$ cat src/rtl/db_store_drain_pkg.sv
// Shared definitions for the deblocking store-buffer drain controller:
// FSM state encoding and default widths.
package db_store_drain_pkg;

    localparam int DW_DEF  = 128;
    localparam int BAW_DEF = 6;
    localparam int EAW_DEF = 32;

    typedef enum logic [1:0] {
        ST_IDLE = 2'd0,
        ST_REQ  = 2'd1,
        ST_DATA = 2'd2,
        ST_DONE = 2'd3
    } drain_state_e;

endpackage

$ cat src/rtl/db_store_drain_fifo2.sv
// Two-entry first-word-fall-through FIFO between the buffer read port and the
// external write channel; a word arriving into an empty FIFO is visible at once.
module db_drain_fifo2 #(
    parameter int DW = 128
) (
    input  logic          clk,
    input  logic          rst_n,
    input  logic          push_i,
    input  logic [DW-1:0] wdata_i,
    input  logic          pop_i,
    output logic          valid_o,
    output logic [DW-1:0] rdata_o,
    output logic [1:0]    count_o
);

    logic [DW-1:0] mem_q [2];
    logic          wptr_q;
    logic          rptr_q;
    logic [1:0]    count_q;
    logic          empty;
    logic          store;
    logic          take;

    assign empty = (count_q == 2'd0);
    // A push that is popped in the same cycle while empty bypasses storage.
    assign store = push_i & ~(empty & pop_i);
    assign take  = pop_i & ~empty;

    always_ff @(posedge clk) begin
        if (!rst_n) begin
            mem_q[0] <= '0;
            mem_q[1] <= '0;
            wptr_q   <= 1'b0;
            rptr_q   <= 1'b0;
            count_q  <= 2'd0;
        end else begin
            if (store) begin
                mem_q[wptr_q] <= wdata_i;
                wptr_q        <= ~wptr_q;
            end
            if (take) begin
                rptr_q <= ~rptr_q;
            end
            count_q <= count_q + {1'b0, store} - {1'b0, take};
        end
    end

    assign valid_o = ~empty | push_i;
    assign rdata_o = empty ? (push_i ? wdata_i : '0) : mem_q[rptr_q];
    assign count_o = count_q;

endmodule

$ cat src/rtl/db_store_drain.sv
// Drains a contiguous (wrapping) run of words from the deblocking store buffer
// into one external-memory write burst with valid/ready back-pressure.
module db_store_drain
    import db_store_drain_pkg::*;
#(
    parameter int DW  = DW_DEF,
    parameter int BAW = BAW_DEF,
    parameter int EAW = EAW_DEF
) (
    input  logic           clk,
    input  logic           rst_n,
    input  logic           start_i,
    input  logic [BAW-1:0] base_raddr_i,
    input  logic [BAW:0]   word_num_i,
    input  logic [EAW-1:0] ext_addr_i,
    output logic           busy_o,
    output logic           done_o,
    output logic           rd_o,
    output logic [BAW-1:0] raddr_o,
    input  logic [DW-1:0]  rdata_i,
    output logic           ext_req_o,
    output logic [EAW-1:0] ext_addr_o,
    output logic [BAW:0]   ext_len_o,
    input  logic           ext_ack_i,
    output logic           ext_wvalid_o,
    output logic [DW-1:0]  ext_wdata_o,
    output logic           ext_wlast_o,
    input  logic           ext_wready_i
);

    localparam logic [BAW:0] ONE = {{BAW{1'b0}}, 1'b1};

    // Handshake: a word transfers on a cycle where ext_wvalid_o and ext_wready_i
    // are both high; once raised, valid and data hold until that transfer.
    drain_state_e   state_q;
    logic           busy_q;
    logic           done_q;
    logic           req_q;
    logic [BAW-1:0] base_q;
    logic [BAW:0]   num_q;
    logic [EAW-1:0] ext_addr_q;
    logic [BAW:0]   rcnt_q;
    logic [BAW:0]   wcnt_q;
    logic           inflight_q;

    logic [1:0]     fifo_count;
    logic           fifo_valid;
    logic [DW-1:0]  fifo_data;
    logic           pop;
    logic           last;
    logic           rd;
    logic [2:0]     occ;

    db_drain_fifo2 #(.DW(DW)) u_fifo (
        .clk     (clk),
        .rst_n   (rst_n),
        .push_i  (inflight_q),
        .wdata_i (rdata_i),
        .pop_i   (pop),
        .valid_o (fifo_valid),
        .rdata_o (fifo_data),
        .count_o (fifo_count)
    );

    assign pop  = fifo_valid & ext_wready_i;
    assign last = fifo_valid & (wcnt_q == (num_q - ONE));
    // Words held or on their way, after this cycle's pop; capped at two.
    assign occ  = {1'b0, fifo_count} + {2'b00, inflight_q} - {2'b00, pop};
    assign rd   = (state_q == ST_DATA) && (rcnt_q < num_q) && (occ < 3'd2);

    always_ff @(posedge clk) begin
        if (!rst_n) begin
            state_q    <= ST_IDLE;
            busy_q     <= 1'b0;
            done_q     <= 1'b0;
            req_q      <= 1'b0;
            base_q     <= '0;
            num_q      <= '0;
            ext_addr_q <= '0;
            rcnt_q     <= '0;
            wcnt_q     <= '0;
            inflight_q <= 1'b0;
        end else begin
            inflight_q <= rd;
            if (rd) begin
                rcnt_q <= rcnt_q + ONE;
            end
            if (pop) begin
                wcnt_q <= wcnt_q + ONE;
            end
            case (state_q)
                ST_IDLE: begin
                    done_q <= 1'b0;
                    if (start_i) begin
                        busy_q <= 1'b1;
                        if (word_num_i != '0) begin
                            base_q     <= base_raddr_i;
                            num_q      <= word_num_i;
                            ext_addr_q <= ext_addr_i;
                            rcnt_q     <= '0;
                            wcnt_q     <= '0;
                            req_q      <= 1'b1;
                            state_q    <= ST_REQ;
                        end else begin
                            state_q <= ST_DONE;
                        end
                    end
                end
                ST_REQ: begin
                    if (ext_ack_i) begin
                        req_q   <= 1'b0;
                        state_q <= ST_DATA;
                    end
                end
                ST_DATA: begin
                    if (pop && last) begin
                        done_q  <= 1'b1;
                        state_q <= ST_DONE;
                    end
                end
                ST_DONE: begin
                    // Zero-length drains arrive here with done_q low and pulse it next.
                    if (done_q) begin
                        done_q  <= 1'b0;
                        busy_q  <= 1'b0;
                        state_q <= ST_IDLE;
                    end else begin
                        done_q <= 1'b1;
                    end
                end
                default: state_q <= ST_IDLE;
            endcase
        end
    end

    assign busy_o       = busy_q;
    assign done_o       = done_q;
    assign rd_o         = rd;
    assign raddr_o      = base_q + rcnt_q[BAW-1:0];
    assign ext_req_o    = req_q;
    assign ext_addr_o   = ext_addr_q;
    assign ext_len_o    = num_q;
    assign ext_wvalid_o = fifo_valid;
    assign ext_wdata_o  = fifo_data;
    assign ext_wlast_o  = last;

endmodule

$ cat config.mk
export PLATFORM = sky130hd
export DESIGN_NAME = db_store_drain
export DESIGN_NICKNAME = d
export VERILOG_FILES = /design/src/rtl/db_store_drain_pkg.sv /design/src/rtl/db_store_drain_fifo2.sv /design/src/rtl/db_store_drain.sv
export SDC_FILE = /design/constraint.sdc
export NUM_CORES = 1
export LEC_CHECK = 0
export CORE_UTILIZATION = 51
export DETAILED_ROUTE_END_ITERATION = 8
export GPL_ROUTABILITY_DRIVEN = 0
export PLACE_DENSITY = 0.82
export SLEW_MARGIN = 20
export SYNTH_ARGS = -nofsm -noshare
export SYNTH_HDL_FRONTEND = slang
export SYNTH_SLANG_ARGS = --single-unit
$ cat constraint.sdc
create_clock -name clk -period 32.5 [get_ports clk]
set_input_delay 4.875 -clock clk [delete_from_list [all_inputs] [get_ports clk]]
set_output_delay 4.875 -clock clk [all_outputs]
set_load 0.05 [all_outputs]
======== After elaboration in Yosys (flattened, before gate mapping) ========
Memory sizes are Yosys's and may differ from the RTL's. A register that Yosys moved wholly into a read port is not among the register bits.
Cells that the tools add are included.
word-level totals
  bits of input ports ..................... 178
  word-level logic and storage cells ...... 93
  register bits after elaboration ......... 69
  output and inout bits ................... 179
  memories ................................ 1
  memory bits (writable) .................. 256
memories
  memory        depth  width  read ports  clocked after memory_dff  wr ports  line                        source
  u_fifo.mem_q  2      128    1           1                         2         db_store_drain_fifo2.sv:16  logic [DW-1:0] mem_q [2];
cells by class
  magnitude comparators ................... 2
  muxes and demuxes ....................... 35
  equal/unequal tests ..................... 9
  reduce and logical (&&, ||, !) cells .... 15
  bitwise gates (word level) .............. 10
  add/subtract/negate cells ............... 8
operators by type and width
  kind                                                                          count
  128-bit 2-to-1 mux                                                            3
  128-bit OR reduction                                                          1
  7-bit 2-to-1 mux                                                              8
  1-bit 2-to-1 mux                                                              15
  7-bit by 1-bit adder with 7-bit output, second input constant                 2
  2-bit 2-to-1 mux                                                              5
  2-bit inequality test, second input constant                                  4
  2-bit case mux with 4 select lines                                            1
  4-bit AND reduction                                                           2
  7-bit == test                                                                 1
  7-bit less-than comparator                                                    1
  7-bit nonzero test                                                            1
  7-bit by 1-bit subtractor with 7-bit output, second input constant            1
  6-bit adder                                                                   1
  3-bit AND reduction                                                           2
  1-bit AND                                                                     5
  2-bit == test, second input constant                                          2
  2-bit logical NOT                                                             2
  1-bit inverter                                                                4
  1-bit case mux with 2 select lines                                            2
  2-bit nonzero test                                                            2
  2-bit by 1-bit adder with 3-bit output                                        1
  1-bit logical AND                                                             3
  3-bit by 2-bit less-than comparator with 1-bit output, second input constant  1
  9 further kinds                                                               9

======== Depth between registers and ports, before layout ========
Gate-level depths: netlist (run 1).
  depth in word-level cells ............... 12
  depth in mapped cells ................... 10
  depth with buffers taken out ............ 9

======== Cells and area by module ========
From an unflattened synthesis (run 1), not the netlist that was laid out.
unflattened totals
  cells, all modules ...................... 1401
  area total of the unflattened synthesis .. 15797.7 um^2
by module, submodules not included
  module          cells an instance  seq. area each (um^2)  area each (um^2)  times used
  db_drain_fifo2  1008               7787.5                 12655.9           1
  db_store_drain  393                1301.2                 3141.8            1

======== Worst setup path after synthesis (run 1) ========
OpenSTA, ideal clock, no wires.
  path type ............................... input to register
  start point ............................. input port ext_wready_i
  end point ............................... memory u_fifo.mem_q[0][0], enable pin
  data arrival time ....................... 14.089 ns
  required time ........................... 31.708 ns
  path buffers ............................ 0
  path slack .............................. 17.620 ns
  setup time .............................. 0.792 ns
  stages on the path ...................... 3
  cells stage by stage .................... a21boi_2 inv_1 o21ai_0
RTL lines
  what                line                        source
  start: declaration  db_store_drain.sv:28        input logic ext_wready_i
  end: declaration    db_store_drain_fifo2.sv:16

======== Final worst setup path (run 1) ========
  start point ............................. input port ext_wready_i
  end point ............................... output port rd_o
between the ends
  longest elaborated chain between the ends .. 4
RTL lines
  what                                                   line                  source
  1-bit AND                                              db_store_drain.sv:65  assign pop = fifo_valid & ext_wready_i;
  3-bit by 1-bit subtractor with 3-bit output            db_store_drain.sv:68  assign occ = {1'b0, fifo_count} + {2'b00, inflight_q} - {2'b00, pop};
  3-bit by 2-bit less-than comparator with 1-bit output  db_store_drain.sv:69  assign rd = (state_q == ST_DATA) && (rcnt_q < num_q) && (occ < 3'd2);
  1-bit logical AND                                      db_store_drain.sv:69
  end: declaration                                       db_store_drain.sv:18  output logic rd_o,
No other way between the ends.

==> impl_metrics.yaml, run 1 <==
route:
  ant_nets: 0
  drt_iter0_markers: 846
  routedWlPerCell_um: 18.3
  drc: 0
  wl_mm: 38.9
  vias_per_cell: 5.48
  drt-pass1-iter-count: 5
  vias: 11600
placed_design:
  place_ws_ns: 19.68
  port_buffers: 356
  post-dp-hpwl_mm: 24.1
sta:
  fmax_mhz: 78.0
  tightest_slew_ns: 1.10
  timing.final.crit_share_pct: 39.4
  fin_tns_setup_ns: 0
  setup_violations: 0
  drv_slew: 0
  setup_slack_ns: 19.68
  rsz0062_at_grt: "false"
  hold_violations: 0
  hold_ws_ns: 0.458
  fin_crit_ns: 12.82
  clock_skew_ns: 0.0118
  slew_headroom_pct: 26.6
power:
  p_sw_share_pct: 42.2
  irDropWorstVdd_mv: 0.0607
  p_switching_uw: 673
  powerDensity_nw_per_um2: 77.9
  p_leak_nw: 7.14
  sequentialPowerShare_pct: 32.0
  p_int_uw: 923
  clkPwrFrac_pct: 23.4
  combPwrFrac_pct: 44.6
grt:
  grt_pass1_wl_mm: 60.6
  grt_pass1_vias: 11900
  grt_overflow: 0
  antenna_found_initial: 4
  track_usage_pct: 24.5
  grt_max_degree: 119
setup_path:
  worst_ep_required_time_ns: 27.62
  cp_max_fo: 6
  end_kind: "output pin"
  cp_data_arrival_time_ns: 7.95
  start_kind: "primary input"
  path_class: "in -> out"
synthesis:
  avgSynthCellArea_um2: 11.2
  synth_area_um2: 15700
  ys_warn_count: 0
  syn_inst: 1399
  yosysSeqAreaShare_pct: 58.0
  synth_cell_types: 49
  syn_nets: 1600
  ys_seq_elements: 326
clock_tree:
  cts_sinks: 326
  ctsHoldBuffers: 0
  cts_buffers: 35
  htree_levels: 2
  clock_latency_ns: 0.52
  cts_root_buf: "clkbuf_16"
  clk_pin_slew_ns: 0.06
  cts_setup_buffers: 0
  cts_tree: "done"
  cts-resized-gates: 0
  clk_path_buf_depth: 3
floorplan:
  fp.dieArea_um2: 31400
  start_util_pct: 52.3
  ios: 357
  die_y_um: 177
  chipWidth_um: 177
  rows: 63
  coreArea_um2: 30000
layout:
  areaGrowthSynthToFinish_pct: 30.8
  nets: 1905
  drive_gt1_share_pct: 4.62
  layout_common_cells: "clkdlybuf4s50_1 (356), and2_1 (259), edfxtp_1 (256), nand3_1 (137), mux2i_1 (135)"
  final_common_cell: "clkdlybuf4s50_1"
job:
  cap_violations: 0
run_status:
  outcome: "completed"
worst_hold_path:
  hold_path.class: "reg -> reg"
-- critical path, stage by stage --
cell and delay [ns]:
clkdlybuf4s50_1 0.56, xor2_1 0.17, nand2_1 0.08, fa_1 0.39, xor2_1 0.18, a2111oi_4 0.53
inv_2 0.09, a31oi_4 0.21, clkdlybuf4s50_1 0.84
-- per-layer routing --
layer	GRT usage, %	routed length (um)	up-vias	part of all wire [%]
li1	-	-	5562	-
met1	28.4	15200	5583	39
met2	42.8	19200	411	49
met3	6.06	2980	89	7.7
met4	11.0	1540	0	4.0
met5	0	0	-	0
-- synth_stat cells, drive strengths merged --
cell type  count  area (um^2)
xnor2         16          140
a2111oi        1         27.5
a21o           4         30.0
dfxtp         70         1400
buf           39          190
a31oi          8         65.1
fa             2         40.0
o21bai         1         7.51
o21ai        133          666
and4           3         28.8
nor3           4         30.0
a311oi         1         8.76
a21oi         54          270
and3           2         12.5
and2         260         1630
nor2b          1         6.26
nor3b          1         12.5
xor2          11         96.3
nor2          18         77.6
inv           23         86.3
nand3        138          696
or3            7         48.8
nor4           2         25.0
clkbuf        62          246
a22oi          1         7.51
nand2        113          424
a31o           1         8.76
ha            21          263
nand4          3         18.8
mux2i        135         1350
edfxtp       256         7690
a221o          1         10.0
nand2b         4         25.0
o311a          2         20.0
a21boi         1         11.3
-- cell type report --
type,count,area (um^2)
Fill cell,2247,9450
Clock inverter,14,106
Timing Repair Buffer,369,3660
Multi-Input combinational cell,949,6090
Clock buffer,50,963
Antenna cell,4,10.0
Sequential cell,326,9100
Tap cell,390,488
Inverter,23,86.3
-- final timing paths --
path | start | cells past startpoint | to | slack (ns)
worst min register to register | ext_addr_o[11] | 2 | ext_addr_o[11] | 0.46
worst max-delay path | ext_wready_i | 9 | rd_o | 19.68
worst min-delay path | ext_addr_o[11] | 2 | ext_addr_o[11] | 0.46
worst max register to register | u_fifo.count_o[1] | 6 | u_fifo.mem_q[1][85] | 28.18
-- stage by stage --
step / area [um^2] / std cells / utilization, % / total power, mW
CTS: 20500 / 2121 / 68.4 / 1.61
global placement: 19400 / 2057 / 64.8 / 1.22
detailed placement: 19400 / 2057 / 64.8 / 1.23
global route: 20500 / 2125 / 68.4 / 1.66
floorplan: 15700 / 1399 / - / 1.01
finish: 20500 / 2125 / 68.4 / 1.60
-- cell families after synthesis --
family                     synth area share (%)
DFF                                        58.0
AOI/OAI and AO/OA                          7.23
buffers and inverters                      3.34
adders and majority gates                  1.93
muxes                                      8.62
and+or+nand+nor                            19.4
xor gates and xnor gates                   1.51
-- power groups by stage --
stage / logic (mW) / registers (mW) / clock network [mW]
6_report: 0.712 / 0.511 / 0.373
2_1_floorplan: 0.465 / 0.546 / 0
5_1_grt: 0.750 / 0.516 / 0.397
4_1_cts: 0.715 / 0.512 / 0.380
3_5_place_dp: 0.713 / 0.520 / 0
3_3_place_gp: 0.704 / 0.518 / 0
-- sequential cells by signal (all words and copies together), names as in the netlist, named ones only --
signal,flops
u_fifo.mem_q,256
ext_addr_o,32
ext_len_o,7
rcnt_q,7
wcnt_q,7
base_q,6
state_q,2
u_fifo.count_o,2
busy_o,1
done_o,1
ext_req_o,1
inflight_q,1
u_fifo.rptr_q,1
u_fifo.wptr_q,1
No activity file was read; power rests on OpenSTA's default activity.
==> run 2, diff against run 1 <==
clock period = 12.4 ns   (was 32.5 ns; I/O delays follow)
==> run 2 against run 1 <==
Against the previous run: utilization grew 0.23 points; register-to-register slack worse by 19 ns; setup slack lost 14 ns; clock skew is 0.0057 ns higher; combinational power grew to 2.6 times the previous value; highest routed layer unchanged; critical path type unchanged.
==> impl_metrics.yaml, run 2 (synthesized netlist as in run 1, its figures left out) <==
power:
  irDropWorstVdd_mv: 0.240
  post-layout-total-power_mw: 4.21
  p_leak_nw: 7.18
  powerDensity_nw_per_um2: 205
sta:
  setup_violations: 0
  timing.final.crit_share_pct: 54.4
  hold_ws_ns: 0.453
  clock_skew_ns: 0.0175
  fmax_mhz: 148
  fin_crit_ns: 6.75
  slew_headroom_pct: 23.8
  tightest_slew_ns: 1.14
  fin_tns_setup_ns: 0
  drv_slew: 0
  rsz0062_at_grt: "false"
  hold_violations: 0
layout:
  layout_common_cells: "clkdlybuf4s50_1 (356), and2_1 (259), edfxtp_1 (256), nand3_1 (137), mux2i_1 (135)"
  regMostFlops: "u_fifo.mem_q"
  nets: 1906
  areaGrowthSynthToFinish_pct: 31.3
  regArea_um2: 9100
  largest_reg_flops: 256
  num-fill-cells: 2188
  drive_gt1_share_pct: 4.85
  multi_input_area_um2: 6090
  final_common_cell: "clkdlybuf4s50_1"
route:
  drt_iter0_markers: 739
  routedWlPerCell_um: 18.2
  wl_mm: 38.7
  vias: 11600
  vias_per_cell: 5.46
  drt-pass1-iter-count: 5
  ant_nets: 0
  drc: 0
setup_path:
  crit_chain: "clkdlybuf4s50_1, xor2_1, nand2_1, fa_1, xor2_1, a2111oi_4, inv_2, a31oi_4, clkdlybuf4s50_1"
  end_kind: "output pin"
  worst_ep_required_time_ns: 10.54
  cp_max_fo: 6
  cp_data_arrival_time_ns: 4.89
  crit_buf_inv: 3
  worst_path_dominant_cell_family: "buffers and inverters"
  critical_path.max_stage_delay_ns: 0.84
  start_kind: "primary input"
  path_class: "in -> out"
  slowest_stage: "clkdlybuf4s50_1"
grt:
  grt_overflow: 0
  grt_pass1_wl_mm: 60.3
  grt_max_degree: 259
  track_usage_pct: 24.4
  antenna_found_initial: 1
  grt_pass1_vias: 11800
clock_tree:
  cts_root_buf: "clkbuf_16"
  cts_tree: "done"
  cts_sinks: 326
  cts-resized-gates: 0
  clk_path_buf_depth: 3
  clk_pin_slew_ns: 0.05
  cts_buffers: 35
  htree_levels: 2
  clock_latency_ns: 0.51
  ctsHoldBuffers: 0
  cts_setup_buffers: 0
floorplan:
  start_util_pct: 52.3
  rows: 63
  ios: 357
  chipWidth_um: 177
  die_y_um: 177
  coreArea_um2: 30000
  fp.dieArea_um2: 31400
worst_hold_path:
  hold_path.class: "reg -> reg"
run_status:
  outcome: "completed"
job:
  cap_violations: 0
placed_design:
  post-dp-hpwl_mm: 23.8
  port_buffers: 356
==> run 2: worst paths after layout <==
kind                                         from              endpoint  cells after the start  slack [ns]
worst min-delay path               ext_addr_o[16]        ext_addr_o[16]                      2        0.45
worst min register to register     ext_addr_o[16]        ext_addr_o[16]                      2        0.45
worst max-delay path                 ext_wready_i                  rd_o                      9        5.65
worst max register to register  u_fifo.count_o[1]  u_fifo.mem_q[1][113]                      6        8.96
==> run 2: area by class of cell <==
cell class	instances	area share, %
multi-input cells	949	29.6
flip-flops and latches	326	44.2
clock buffers	50	4.84
inverters	23	0.420
repair buffers	370	18.0
diodes	2	0.0243
clock inverters	13	0.535
well taps	390	2.37
==> run 2: worst register-to-register path, cell delays in order (launching register included) <==
cell      delay [ns]
dfxtp_1         0.49
nor2_4          0.06
buf_12          0.23
a21boi_2        0.35
and3_2          0.59
nand2b_4        0.66
buf_4           0.66
==> run 2: where the power goes <==
| group | internal [mW] | switching [mW] |
|---|---|---|
| Combinational | 0.586 | 1.27 |
| Clock | 0.600 | 0.407 |
| Sequential | 1.27 | 0.0767 |
==> run 2: routing by layer <==
| layer | global-route usage [%] | vias to the layer above | part of all wire (%) |
|---|---|---|---|
| met2 | 43.0 | 402 | 50 |
| met5 | 0 | - | 0 |
| met1 | 28.6 | 5552 | 40 |
| met3 | 6.01 | 71 | 7.3 |
| met4 | 8.69 | 0 | 3.1 |
| li1 | - | 5569 | - |
==> run 2: through the flow <==
step	setup WS (ns)	instances	cell area, um^2	utilization [%]
final	5.65	2123	20600	68.7
after global routing	5.48	2122	20600	68.7
after CTS	5.63	2120	20500	68.6
after detailed placement	5.66	2057	19400	64.9
after global placement	5.68	2057	19400	64.9
after floorplan	0.535	1399	15700	-
